### src/rtl/jump_fu_sched.sv
// ============================================================================
// Module   : jump_fu_sched
// Purpose  : Round-robin issue scheduler and writeback/redirect sequencer
//            for the branch/jump functional unit.
// Revision : 1.0
// ============================================================================
`default_nettype none

module jump_fu_sched #(
  parameter int NREQ  = 2,
  parameter int TAG_W = 3
) (
  input  logic                  clk,
  input  logic                  rst_n,
  input  logic                  flush,
  input  logic [NREQ-1:0]       req,
  input  logic [NREQ*TAG_W-1:0] req_tag,
  input  logic [NREQ-1:0]       req_jalr,
  input  logic [NREQ*4-1:0]     req_cmp_ctrl,
  input  logic [NREQ*32-1:0]    req_rs1,
  input  logic [NREQ*32-1:0]    req_rs2,
  input  logic [NREQ*32-1:0]    req_imm,
  input  logic [NREQ*32-1:0]    req_pc,
  output logic [NREQ-1:0]       grant,
  output logic                  fu_en,
  output logic                  fu_jalr,
  output logic [3:0]            fu_cmp_ctrl,
  output logic [31:0]           fu_rs1,
  output logic [31:0]           fu_rs2,
  output logic [31:0]           fu_imm,
  output logic [31:0]           fu_pc,
  input  logic [31:0]           fu_pc_jump,
  input  logic [31:0]           fu_pc_wb,
  input  logic                  fu_is_jump,
  input  logic                  fu_finish,
  output logic                  wb_valid,
  output logic [TAG_W-1:0]      wb_tag,
  output logic [31:0]           wb_data,
  input  logic                  wb_ready,
  output logic                  redirect_valid,
  output logic [31:0]           redirect_pc,
  output logic                  busy
);

  localparam int c_ptr_w = $clog2(NREQ);

  typedef enum logic [1:0] {
    IDLE  = 2'd0,
    ISSUE = 2'd1,
    EXEC  = 2'd2,
    WB    = 2'd3
  } state_t;

  state_t             r_state;
  logic [c_ptr_w-1:0] r_ptr;
  logic [TAG_W-1:0]   r_tag;
  logic               r_jalr;
  logic [3:0]         r_cmp_ctrl;
  logic [31:0]        r_rs1, r_rs2, r_imm, r_pc;
  logic [31:0]        r_pc_jump, r_pc_wb;
  logic               r_is_jump;
  logic               r_first;

  logic [c_ptr_w-1:0] w_cand, w_win, w_ptr_nxt;
  logic               w_found, w_grant_ok;

  // First set request at or after the pointer, searching modulo NREQ.
  always_comb begin
    w_found = 1'b0;
    w_win   = '0;
    w_cand  = '0;
    for (int i = 0; i < NREQ; i++) begin
      w_cand = c_ptr_w'((int'(r_ptr) + i) % NREQ);
      if (!w_found && req[w_cand]) begin
        w_found = 1'b1;
        w_win   = w_cand;
      end
    end
  end

  assign w_ptr_nxt  = (int'(w_win) == NREQ - 1) ? '0 : w_win + 1'b1;
  // A unit finish in IDLE belongs to a flushed issue; never overlap it with a new grant.
  assign w_grant_ok = rst_n && (r_state == IDLE) && w_found && !flush && !fu_finish;
  assign grant      = w_grant_ok ? (NREQ'(1) << w_win) : '0;

  always_ff @(posedge clk or negedge rst_n) begin
    if (!rst_n) begin
      r_state    <= IDLE;
      r_ptr      <= '0;
      r_tag      <= '0;
      r_jalr     <= 1'b0;
      r_cmp_ctrl <= '0;
      r_rs1      <= '0;
      r_rs2      <= '0;
      r_imm      <= '0;
      r_pc       <= '0;
      r_pc_jump  <= '0;
      r_pc_wb    <= '0;
      r_is_jump  <= 1'b0;
      r_first    <= 1'b0;
    end else begin
      r_first <= 1'b0;
      case (r_state)
        IDLE: begin
          if (w_grant_ok) begin
            r_tag      <= req_tag[int'(w_win)*TAG_W +: TAG_W];
            r_jalr     <= req_jalr[w_win];
            r_cmp_ctrl <= req_cmp_ctrl[int'(w_win)*4 +: 4];
            r_rs1      <= req_rs1[int'(w_win)*32 +: 32];
            r_rs2      <= req_rs2[int'(w_win)*32 +: 32];
            r_imm      <= req_imm[int'(w_win)*32 +: 32];
            r_pc       <= req_pc[int'(w_win)*32 +: 32];
            r_ptr      <= w_ptr_nxt;
            r_state    <= ISSUE;
          end
        end
        ISSUE: r_state <= flush ? IDLE : EXEC;
        EXEC: begin
          if (flush) begin
            r_state <= IDLE;
          end else if (fu_finish) begin
            r_pc_jump <= fu_pc_jump;
            r_pc_wb   <= fu_pc_wb;
            r_is_jump <= fu_is_jump;
            r_first   <= 1'b1;
            r_state   <= WB;
          end
        end
        WB: begin
          if (flush || wb_ready) r_state <= IDLE;
        end
        default: r_state <= IDLE;
      endcase
    end
  end

  assign fu_en       = (r_state == ISSUE);
  assign fu_jalr     = r_jalr;
  assign fu_cmp_ctrl = r_cmp_ctrl;
  assign fu_rs1      = r_rs1;
  assign fu_rs2      = r_rs2;
  assign fu_imm      = r_imm;
  assign fu_pc       = r_pc;

  // Flush wins over a same-cycle wb_ready, so the result is hidden from the consumer.
  assign wb_valid       = (r_state == WB) && !flush;
  assign wb_tag         = r_tag;
  assign wb_data        = r_pc_wb;
  assign redirect_valid = (r_state == WB) && r_first && r_is_jump && !flush;
  assign redirect_pc    = r_pc_jump;
  assign busy           = (r_state != IDLE);

endmodule

`default_nettype wire

### config.mk
export PLATFORM = sky130hd
export DESIGN_NAME = jump_fu_sched
export DESIGN_NICKNAME = d
export VERILOG_FILES = /design/src/rtl/jump_fu_sched.sv
export SDC_FILE = /design/constraint.sdc
export NUM_CORES = 1
export LEC_CHECK = 0
export CAP_MARGIN = 0
export CELL_PAD_IN_SITES_DETAIL_PLACEMENT = 2
export CELL_PAD_IN_SITES_GLOBAL_PLACEMENT = 2
export CORE_ASPECT_RATIO = 1.5
export CORE_UTILIZATION = 20
export CTS_CLUSTER_SIZE = 40
export DETAILED_ROUTE_END_ITERATION = 8
export PLACE_DENSITY_LB_ADDON = 0.15
export RECOVER_POWER = 50
export SLEW_MARGIN = 0
export SYNTH_ARGS = -nofsm -noshare
export SYNTH_HDL_FRONTEND = slang
export SYNTH_SLANG_ARGS = --single-unit
### constraint.sdc
create_clock -name clk -period 1.7 [get_ports clk]
set_clock_uncertainty 0.05 [all_clocks]
set_input_delay 0.34 -clock clk [delete_from_list [all_inputs] [get_ports clk]]
set_output_delay 0.34 -clock clk [all_outputs]
set_load 0.02 [all_outputs]
; ---- Word level (Yosys, flattened, before mapping)
; Cells that the tools add are included.
[totals]
output_inout_bits = 206
in_bits = 344
wordCells = 72
register_bits = 205
[op_classes]
n_reduce_logical = 18
add_sub_neg = 2
n_shift = 7
mul = 1
n_eq_ne = 6
bitwise = 1
muxes = 21
n_lt_le_gt_ge = 3
[ops]
columns = op, count
row1 = indexed part select 64 x 7 -> 32 bit, 4
row2 = two-way mux 1 bit, 14
row3 = two-way mux 2 bit, 6
row4 = logical AND 1 bit, 9
row5 = case mux 2 bit (4 select lines), 1
row6 = indexed part select 8 x 4 -> 4 bit, 1
row7 = less-than comparator 1 x 2 -> 1 bit (second input constant), 3
row8 = AND reduction 3 bit, 2
row9 = indexed part select 6 x 4 -> 3 bit, 1
row10 = equality test 2 bit (second input constant), 2
row11 = inequality test 2 bit (second input constant), 2
row12 = logical NOT 1 bit, 3
row13 = multiplier 1 x 2 -> 3 bit (second input constant), 1
row14 = inequality test 3 bit (second input constant), 1
row15 = adder 1 bit (second input constant), 2
row16 = equality test 2 x 1 -> 1 bit (second input constant), 1
row17 = logical NOT 2 bit, 1
row18 = AND reduction 2 bit, 1
row19 = nonzero test 2 bit, 1
row20 = left shift 1 x 1 -> 2 bit (first input constant), 1
row21 = logical OR 1 bit, 1
row22 = inverter 1 bit, 1

; ---- Longest topological paths before layout
[logic_depth]
depth_word = 11
mapped_depth = 5
ltp_nobuf = 3

; ---- Least setup slack after synthesis
; No wires, ideal clock.
[synth_path]
kind = reg-to-output
from = reg r_state[0]
to = out grant[1]
stages_incl_launch_ff = 6
t_arrival_ps = 1659
required_time_ps = 1310
path_slack_ps = -349
path_cell_list = dfrtp_1 > nor4b_4 > buf_2 > buf_4 > nand2_1 > nor3_1
[synth_via]
elab_chain_len = 6
[synth_lines]
columns = element, line
row1 = from (decl), 54  ; state_t r_state;
row2 = from (signal assigned), 117  ; ISSUE: r_state <= flush ? IDLE : EXEC;
row3 = logical NOT 2 bit, 83  ; assign w_grant_ok = rst_n && (r_state == IDLE) && w_found && !flush && !fu_finish;
row4 = logical AND 1 bit (4 in series), 83
row5 = two-way mux 2 bit, 84  ; assign grant = w_grant_ok ? (NREQ'(1) << w_win) : '0;
row6 = to (decl), 24  ; output logic [NREQ-1:0] grant,
; No other way between the ends.

; ---- Final worst setup path
; Ends and elaborated chain as after synthesis.

==> results.yml <==
power:
  p_per_area_nw_per_um2: 1128
  p_leak_uw: 0.007640
  peakVddDrop_mv: 0.6779
global_routing:
  grtUsageTotal_pct: 24.95
  overflow: 0
  grt_pass1_wl_um: 91450
  antenna_found_initial: 19
  grt_pass1_vias: 12630
  grt_max_degree: 132
worst_setup_path:
  reg2reg_depth: 10
  crit_path_end_kind: "output port"
  r2r_end: "redirect_pc[27]"
  cp_max_fo: 3
  r2r_start: "r_state[0]"
  rrSetupSlack_ns: -0.39
  crit_required_ns: 1.31
  crit_type: "reg -> out"
  startpoint_type: "flip-flop"
  cp.arrival_ns: 1.73
clocking:
  clockRootBuffer: "clkbuf_16"
  cts_tree: "built"
  cts-buffers-inserted: 25
  cts_num_sinks: 205
  clock_path_buffers: 3
  clkTransAtPathRegs_ns: 0.07
  cts_max_level: 1
  insertion_delay_ns: 0.55
run_status:
  outcome: "finished with violations"
  violations: "negative setup slack"
placed_design:
  port-buffer-count: 549
  placed_area_um2: 16400
  dp_hpwl_um: 37900
  routabilityCongestion: 0.7589
sta:
  worst_slew_pin_slew_ns: 0.8935
  setup_violations: 325
  finalHoldViolCount: 0
  finalCriticalPeriod_ns: 2.115
  fmax_ghz: 0.4728
  rsz0062_at_grt: "yes"
  setup_slack_ns: -0.4152
  relSlewSlack_pct: 40.43
  slew_violations: 0
  final.setup.tns_ns: -45.57
  min_period_over_period_pct: 124.4
detailed_routing:
  wl_um: 63790
  ant_nets: 0
  drtIter0Drc: 304
  drc_errors: 0
  wl_per_cell_um: 28.26
  dr.pass1.iters: 4
  viasPerCell: 5.020
  vias: 11330
synth:
  synth-edff-count: 0
  synth_area_um2: 9803
  ys_warn_count: 0
  avgSynthCellArea_um2: 10.17
  synth-seq-cells: 205
  synth_cell_type_count: 28
  async_flop_share_pct: 100.0
  netlist_instances: 964
  ys_seq_area_share_pct: 52.33
  synth_nets: 1308
  synth_flop_cell: "dfrtp_1"
floorplan:
  die_w_um: 182.8
  dieArea_um2: 49920
  rows: 99
  core_area_um2: 48560
  die_h_um: 273.2
  ios: 550
  start_util_pct: 20.19
min_path:
  hold_end: "r_ptr"
  min_from: "req[1]"
  holdPathStages: 4
  hold_class: "in -> reg"
flow_run:
  cap_viol_max_count: 0
cells_and_area:
  final_area_um2: 19620
  final_core_util_pct: 40.40
  layout.nets: 1911
  drive_gt1_share_pct: 23.58
  area_growth_syn_to_layout_pct: 100.1
  final_cell_mix: "clkdlybuf4s50_1 (341), dfrtp_1 (196), o21ai_0 (138)"
  layout_commonest_cell: "clkdlybuf4s50_1"
worst max-delay path, cell delays in order (launching register included):
cell     delay, ns
dfrtp_2       0.42
nor4b_4       0.34
nand2_4       0.11
nor3_4        0.17
buf_6         0.15
layout make-up:
| class | instances | area [um^2] |
|---|---|---|
| antenna | 19 | 47.55 |
| inverter | 3 | 18.77 |
| tap | 656 | 820.8 |
| timing repair buffer | 702 | 8063 |
| multi-input combinational | 630 | 4733 |
| sequential | 205 | 5144 |
| fill | 5061 | 28940 |
| clock inverter | 13 | 128.9 |
| clock buffer | 29 | 660.6 |
cell usage after synthesis (3+ instances only):
cell        n  area (um^2)
buf_1       3        11.26
a31oi_1   136        850.8
a21oi_1   138        690.7
clkbuf_1   79        296.5
nor2_1      4        15.01
buf_2      37        185.2
buf_6       4        45.04
mux2_2     26        292.8
dfrtp_1   205         5130
mux2_1     39        439.2
o21ai_0   138        690.7
o211ai_1  136         1021
worst max-delay path by stage:
stage               start        endpoint  slack [ns]  cells past startpoint
6_report       r_state[0]        grant[1]       -0.42                      4
5_1_grt        r_state[1]        grant[1]       -0.49                      4
4_1_cts        r_state[1]        grant[1]       -0.50                      4
3_5_place_dp    fu_finish  fu_cmp_ctrl[2]       -0.87                      6
3_3_place_gp    fu_finish        grant[1]       -0.81                      5
2_1_floorplan  r_state[0]        grant[1]       -0.07                      5
power breakdown:
part / total [uW] / internal [uW] / switching [uW]
registers: 7240 / 6320 / 919
clock network: 5500 / 3080 / 2420
logic: 9390 / 4260 / 5130
total: 22100 / 13700 / 8460
registers in the layout, summed over array words and instances, names as in the netlist:
name	cells
fu_cmp_ctrl	4
fu_imm	32
fu_jalr	1
fu_pc	32
fu_rs1	32
fu_rs2	32
r_first	1
r_is_jump	1
r_ptr	1
r_state	2
redirect_pc	32
wb_data	32
wb_tag	3
cell families after synthesis:
family / count (synthesis) / share of synthesized area (%)
buf+inv: 129 / 5.807
simple gates: 16 / 1.110
compound gates: 549 / 33.29
flops: 205 / 52.33
mux: 65 / 7.466
through the flow:
stage | hold WS [ns] | power (uW) | setup WS [ns] | std cells
after floorplan | -0.005591 | 10970 | -0.06930 | 964
after global placement | 0.3531 | 16070 | -0.8107 | 2104
after detailed placement | 0.3536 | 16260 | -0.8723 | 2104
after CTS | 0.2180 | 22230 | -0.4992 | 2239
after global routing | 0.2934 | 23190 | -0.4883 | 2257
final | 0.2759 | 22120 | -0.4152 | 2257
per-layer routing:
layer | up-vias | GRT usage [%] | share of wire (%)
met5 | - | 0 | 0.077
met4 | 6 | 12.08 | 3.9
met3 | 108 | 6.970 | 7.3
met2 | 471 | 45.41 | 53
met1 | 5786 | 26.25 | 36
li1 | 4960 | - | -
timing repair:
action,CTS,global route
gates cloned,41,2
setup endpoints to repair,405,381
pin swaps,8,6
buffers inserted,53,10
hold buffers,1,0
hold endpoints to repair,23,0
gates resized for setup,531,81
(Power assumes the default switching activity.)
